## src/rtl/uart_tx_drain.sv

```systemverilog
// FIFO-draining UART transmitter: pops one byte per frame and sends it as 8N1.
// Define UART_TX_PARITY_EN to add an even-parity bit, which gives 8E1 frames.
module uart_tx_drain #(
  parameter int B       = 8,
  parameter int DVSR    = 27,
  parameter int SB_TICK = 16
) (
  input  logic         clk,
  input  logic         reset_n,
  input  logic         empty,
  input  logic [B-1:0] r_data,
  output logic         rd,
  output logic         tx,
  output logic         tx_busy
);

  localparam int TW = (DVSR > 1) ? $clog2(DVSR) : 1;
  localparam int NW = (B > 1) ? $clog2(B) : 1;
  localparam logic [TW-1:0] TICK_LAST = TW'(DVSR - 1);
  localparam logic [NW-1:0] N_LAST    = NW'(B - 1);
  localparam logic [4:0]    S_LAST    = 5'd15;
  localparam logic [4:0]    STOP_LAST = 5'(SB_TICK - 1);

`ifdef UART_TX_PARITY_EN
  typedef enum logic [2:0] {IDLE, START, DATA, PARITY, STOP} state_t;
`else
  typedef enum logic [1:0] {IDLE, START, DATA, STOP} state_t;
`endif

  state_t        state, state_next;
  logic [TW-1:0] tick_cnt, tick_cnt_next;
  logic [4:0]    s, s_next;
  logic [NW-1:0] n, n_next;
  logic [B-1:0]  shift, shift_next;
  logic          tx_next;
  logic          tick;
`ifdef UART_TX_PARITY_EN
  logic          par, par_next;
`endif

  assign tick    = (tick_cnt == TICK_LAST);
  assign tx_busy = (state != IDLE);

  always_comb begin
    state_next = state;
    s_next     = s;
    n_next     = n;
    shift_next = shift;
    rd         = 1'b0;
`ifdef UART_TX_PARITY_EN
    par_next   = par;
`endif
    case (state)
      IDLE: begin
        // reset_n gates the pop so that holding reset never drains the fifo
        if (!empty && reset_n) begin
          rd         = 1'b1;
          shift_next = r_data;
          s_next     = '0;
          n_next     = '0;
          state_next = START;
`ifdef UART_TX_PARITY_EN
          par_next   = ^r_data;
`endif
        end
      end
      START: begin
        if (tick) begin
          if (s == S_LAST) begin
            s_next     = '0;
            state_next = DATA;
          end else begin
            s_next = s + 5'd1;
          end
        end
      end
      DATA: begin
        if (tick) begin
          if (s == S_LAST) begin
            s_next     = '0;
            shift_next = shift >> 1;
            if (n == N_LAST) begin
              n_next = '0;
`ifdef UART_TX_PARITY_EN
              state_next = PARITY;
`else
              state_next = STOP;
`endif
            end else begin
              n_next = n + NW'(1);
            end
          end else begin
            s_next = s + 5'd1;
          end
        end
      end
`ifdef UART_TX_PARITY_EN
      PARITY: begin
        if (tick) begin
          if (s == S_LAST) begin
            s_next     = '0;
            state_next = STOP;
          end else begin
            s_next = s + 5'd1;
          end
        end
      end
`endif
      STOP: begin
        if (tick) begin
          if (s == STOP_LAST) begin
            s_next     = '0;
            state_next = IDLE;
          end else begin
            s_next = s + 5'd1;
          end
        end
      end
      default: begin
        state_next = IDLE;
        s_next     = '0;
        n_next     = '0;
      end
    endcase

    // Divider rests at zero in IDLE so every frame starts on a clean tick grid
    if (state == IDLE || tick) begin
      tick_cnt_next = '0;
    end else begin
      tick_cnt_next = tick_cnt + TW'(1);
    end

    // Line level is derived from the upcoming state so tx is a clean flop output
    case (state_next)
      START:   tx_next = 1'b0;
      DATA:    tx_next = shift_next[0];
`ifdef UART_TX_PARITY_EN
      PARITY:  tx_next = par_next;
`endif
      default: tx_next = 1'b1;
    endcase
  end

  always_ff @(posedge clk or negedge reset_n) begin
    if (!reset_n) begin
      state    <= IDLE;
      tick_cnt <= '0;
      s        <= '0;
      n        <= '0;
      shift    <= '0;
      tx       <= 1'b1;
`ifdef UART_TX_PARITY_EN
      par      <= 1'b0;
`endif
    end else begin
      state    <= state_next;
      tick_cnt <= tick_cnt_next;
      s        <= s_next;
      n        <= n_next;
      shift    <= shift_next;
      tx       <= tx_next;
`ifdef UART_TX_PARITY_EN
      par      <= par_next;
`endif
    end
  end

endmodule

```

## config.mk

```make
export PLATFORM = sky130hd
export DESIGN_NAME = uart_tx_drain
export DESIGN_NICKNAME = d
export VERILOG_FILES = /design/src/rtl/uart_tx_drain.sv
export SDC_FILE = /design/constraint.sdc
export NUM_CORES = 1
export LEC_CHECK = 0
export CORE_AREA = 4 4 50 52
export CTS_CLUSTER_DIAMETER = 200
export CTS_CLUSTER_SIZE = 14
export DETAILED_ROUTE_END_ITERATION = 10
export DIE_AREA = 0 0 54 56
export DONT_BUFFER_PORTS = 1
export MAX_ROUTING_LAYER = met4
export PLACE_DENSITY = 0.85
export SYNTH_ARGS = -nofsm -noshare
export SYNTH_HDL_FRONTEND = slang
export SYNTH_SLANG_ARGS = --single-unit
```

## constraint.sdc

```tcl
create_clock -name clk -period 4.81 [get_ports clk]
set_input_delay 0.7215 -clock clk [delete_from_list [all_inputs] [get_ports clk]]
set_output_delay 0.7215 -clock clk [all_outputs]
set_load 0.005 [all_outputs]
```

After elaboration in Yosys (flattened, before gate mapping):

Index checks and enable logic that the tools add are counted.

* output and inout bits: 3
* logic and storage cells: 57
* bits of input ports: 11
* flip-flop bits (word level): 24

* add/sub/neg operators: 3
* reductions and logical operators: 9
* multiplexer cells: 26
* eq/ne operators: 12

Operators by type and width (count)
* 2-to-1 mux 8 bit: 3
* 2-to-1 mux 5 bit: 4
* 2-to-1 mux 2 bit: 8
* one-hot mux 8 bit (2 select lines): 1
* 2-to-1 mux 3 bit: 4
* adder 5 x 1 -> 5 bit (second input constant): 2
* one-hot mux 5 bit (2 select lines): 1
* one-hot mux 2 bit (4 select lines): 1
* == test 2 bit (second input constant): 3
* inequality test 2 bit (second input constant): 3
* one-hot mux 3 bit (2 select lines): 1
* == test 5 x 4 -> 1 bit (second input constant): 1
* == test 5 bit (second input constant): 1
* == test 2 x 1 -> 1 bit (second input constant): 2
* AND reduction 4 bit: 1
* nonzero test 2 bit: 2
* adder 3 x 1 -> 3 bit (second input constant): 1
* == test 3 bit (second input constant): 1
* OR reduction 3 bit: 1
* logical NOT 2 bit: 1
* 2-to-1 mux 1 bit: 2
* inequality test 2 x 1 -> 1 bit (second input constant): 1
* one-hot mux 1 bit (2 select lines): 1
* AND reduction 2 bit: 1
* other kinds (3): 3

Logic depth before layout (Yosys ltp):

* depth in word-level cells: 7
* gate-level depth with buffers: 6
* depth with buffers taken out: 6

Least setup slack after synthesis:

No wires, ideal clock.

* kind: input to output
* start: input empty
* end: output rd
* cell stages on the path: 2
* arrival time: 1.247 ns
* buffers on the path: 1
* slack: 2.842 ns
* required time: 4.089 ns
* cells stage by stage: nor4b_4 -> buf_6

* longest elaborated chain between the ends: 4

RTL lines
* start: declaration: RTL line 10 `input logic empty,`
* logical NOT 1 bit: RTL line 56 `if (!empty && reset_n) begin`
* logical AND 1 bit: RTL line 56
* 2-to-1 mux 1 bit: RTL line 56
* 2-to-1 mux 1 bit: RTL line 53 `case (state)`
* end: declaration: RTL line 12 `output logic rd,`

Every way passes these cells.

Worst setup path after layout:

* start: register state[1]
* end: output rd

* longest elaborated chain between the ends: 2

RTL lines
* start: declaration: RTL line 30 `state_t state, state_next;`
* start signal: assignment: RTL line 156 `state <= state_next;`
* logical NOT 2 bit: RTL line 53
* 2-to-1 mux 1 bit: RTL line 53

Every way passes these cells.

==> flow_metrics.tcl <==
set metrics [dict create \
    crit_path_max_incr_delay_ns 0.82 \
    reg2reg_from "state[1]$_DFF_PN0_" \
    pre_cts_ws_ns 2.65 \
    synth_simple_gate_area_share_pct 20.1 \
    portBuffers 0 \
    postRouteAntennaNets 0 \
    power_density_nw_per_um2 384 \
    antenna_found_initial 0 \
    muxShareOfSynthArea_pct 5.65 \
    rows 17 \
    slew_headroom_pct 42.8 \
    routedWlPerCell_um 16.3 \
    ys.flop_type "dfrtp_1" \
    num_vias 821 \
    ios 14 \
    cts_setup_buffers 0 \
    cts_inserted_buffers 3 \
    synth_edf_count 0 \
    grt_max_degree 26 \
    vias_per_cell 5.95 \
    ys_warn_count 0 \
    max_freq_mhz 421 \
    place_congestion 0.846 \
    cp.depth 1 \
    synthDistinctLibCells 34 \
    leakagePower_nw 0.656 \
    slew_violations 0 \
    place_hpwl_um 1640 \
    fin_ws_ns 2.43 \
    dieArea_um2 3020 \
    syn-instance-count 108 \
    p_clk_share_pct 21.1 \
    cts_resized 0 \
    clock_latency_ns 0.31 \
    die_w_um 54 \
    drive_above_1_share_pct 14.5 \
    h-tree-depth 1 \
    cp_top_family "simple AND/OR/NAND/NOR gates" \
    run_status "finished, final reports clean" \
    cts_tree "built" \
    synth-compound-area-share_pct 16.1 \
    timing.max_cap.violations 0 \
    timing.critical_path.buf_inv 0 \
    die_y_um 56 \
    synth_seq_area_share_pct 47.7 \
    grt_pass1_wl_um 3690 \
    synth_xor_area_share_pct 2.78 \
    critPathLaunch "state[1]$_DFF_PN0_" \
    seqPwrFrac_pct 59.2 \
    coreArea_um2 2110 \
    synth_fp_nets 124 \
    r2r_setup_slack_ns 2.81 \
    p_sw_mw 0.156 \
    cellInternalPower_mw 0.347 \
    diodes 0 \
    crit_required_ns 4.09 \
    hold_path_class "primary input to asynchronous set/reset pin" \
    grt_pass1_vias 806 \
    wl_um 2240 \
    worstPathCellList "nor4b_4" \
    end_kind "output pin" \
    overflow 0 \
    layout_min_cycle_time_ns 2.38 \
    startpoint_type "flop" \
    cts_hold_buffers 0 \
    final.setup.tns_ns 0 \
    cts_sinks 24 \
    crit_type "flop to output pin" \
    arrival_ns 1.66 \
    syn_area_per_cell_um2 11.7 \
    drtPass1Iterations 4 \
    setup_viol_count_final 0 \
    drt-initial-drc-count 23 \
    synthAdderAreaFrac_pct 4.96 \
    vdd_drop_max_mv 0.312 \
    drc 0 \
    finalCritPeriodShare_pct 49.4 \
    synth-async-reset-ratio_pct 100 \
    clk_path_buf_depth 2 \
    finClkSkew_ns 0.00723 \
    ys_seq_elements 24 \
    area_growth_pct 3.87 \
    start_util_pct 59.9 \
    path_max_fanout 14 \
    nets 127 \
    grt_usage_pct 17.4 \
    clk_transition_reported_paths_ns 0.13 \
    cts-root-buf "clkbuf_4" \
    syn_area_um2 1260 \
    reg2reg_depth 3 \
    rsz0062_at_grt "false" \
    hold_viol_final 0 \
    utilization_pct 62.2 \
    worst_pin_slew_ns 0.855 \
    crit_path_top_delay_cell "nor4b_4" \
    p_sw_share_pct 30.9 \
    p_comb_share_pct 19.8 \
    synth_top_family_by_area "simple AND/OR/NAND/NOR gates" \
]
## cells in the final DEF, fill, tap and decap left out, types with 2 or more instances in the layout
cell | Yosys | routed
dfrtp_1 | 23 | 23
nand2_1 | 13 | 13
nor2_1 | 7 | 7
a22o_1 | 7 | 7
o21ai_0 | 6 | 6
a21o_1 | 6 | 6
ha_1 | 5 | 5
inv_1 | 3 | 3
mux2i_1 | 3 | 3
nand3_1 | 3 | 3
clkbuf_4 | 0 | 3
nand4b_4 | 2 | 2
xnor2_1 | 2 | 2
xor2_1 | 2 | 2
a311o_1 | 2 | 2
a31oi_1 | 2 | 2
nor3_1 | 2 | 2
mux2_4 | 2 | 2
## routing by layer
layer  vias up  routed length (um)  global-route usage, %
li1        395                   -                      -
met1       406                 999                   22.6
met2        16                1120                   25.6
met3         4                  89                   4.29
met4         0                  30                   7.47
met5         -                   0                      -
## power by group through the flow
| stage | Clock (mW) | Combinational (mW) | Sequential, mW |
|---|---|---|---|
| 2_1_floorplan | 0 | 0.0855 | 0.288 |
| 3_3_place_gp | 0 | 0.0933 | 0.295 |
| 3_5_place_dp | 0 | 0.0994 | 0.302 |
| 4_1_cts | 0.107 | 0.100 | 0.298 |
| 5_1_grt | 0.118 | 0.111 | 0.305 |
| 6_report | 0.106 | 0.0994 | 0.298 |
## cells in the mapped netlist, drive strengths merged (3+ instances only)
library cell	instances	area, um^2
mux2	3	41.3
nand2	13	48.8
nand3	3	15.0
mux2i	3	30.0
o21ai	8	51.3
dfrtp	23	576
nor3	3	26.3
ha	5	62.6
inv	3	11.3
nor2	9	43.8
a22o	7	61.3
a21o	6	45.0
## final cells by class
cell class	instances	area, um^2
Clock buffer	4	36.3
Fill cell	160	796
Inverter	3	11.3
Multi-Input combinational cell	79	626
Sequential cell	24	602
Tap cell	28	35.0
## metrics by stage
step	power (mW)	cells	cell area [um^2]	hold WS, ns
finish	0.503	138	1310	0.0784
global route	0.534	138	1310	0.0434
CTS	0.505	138	1310	0.0739
detailed placement	0.401	134	1270	0.426
global placement	0.389	134	1270	0.426
floorplan	0.373	108	1260	0.426
## registers in the layout, summed over array words and instances (netlist names)
signal / cells
state: 2
s: 5
n: 3
tick_cnt: 5
tx: 1
shift: 8
## final timing paths
check,endpoint
max,rd
min,shift[4]$_DFFE_PN0P_
max reg2reg,n[1]$_DFFE_PN0P_
min reg2reg,shift[3]$_DFFE_PN0P_
max in group asynchronous,tx$_DFF_PN1_
min in group clk,shift[3]$_DFFE_PN0P_
## kinds of logic (layout without fill, tap and decap cells)
logic type	after synthesis	after routing
and+or+nand+nor	37	37
AOI/OAI and AO/OA	27	27
DFF	24	24
muxes	6	6
adders and majority gates	5	5
buffers and inverters	5	7
xor gates and xnor gates	4	4
(Power assumes the default switching activity.)
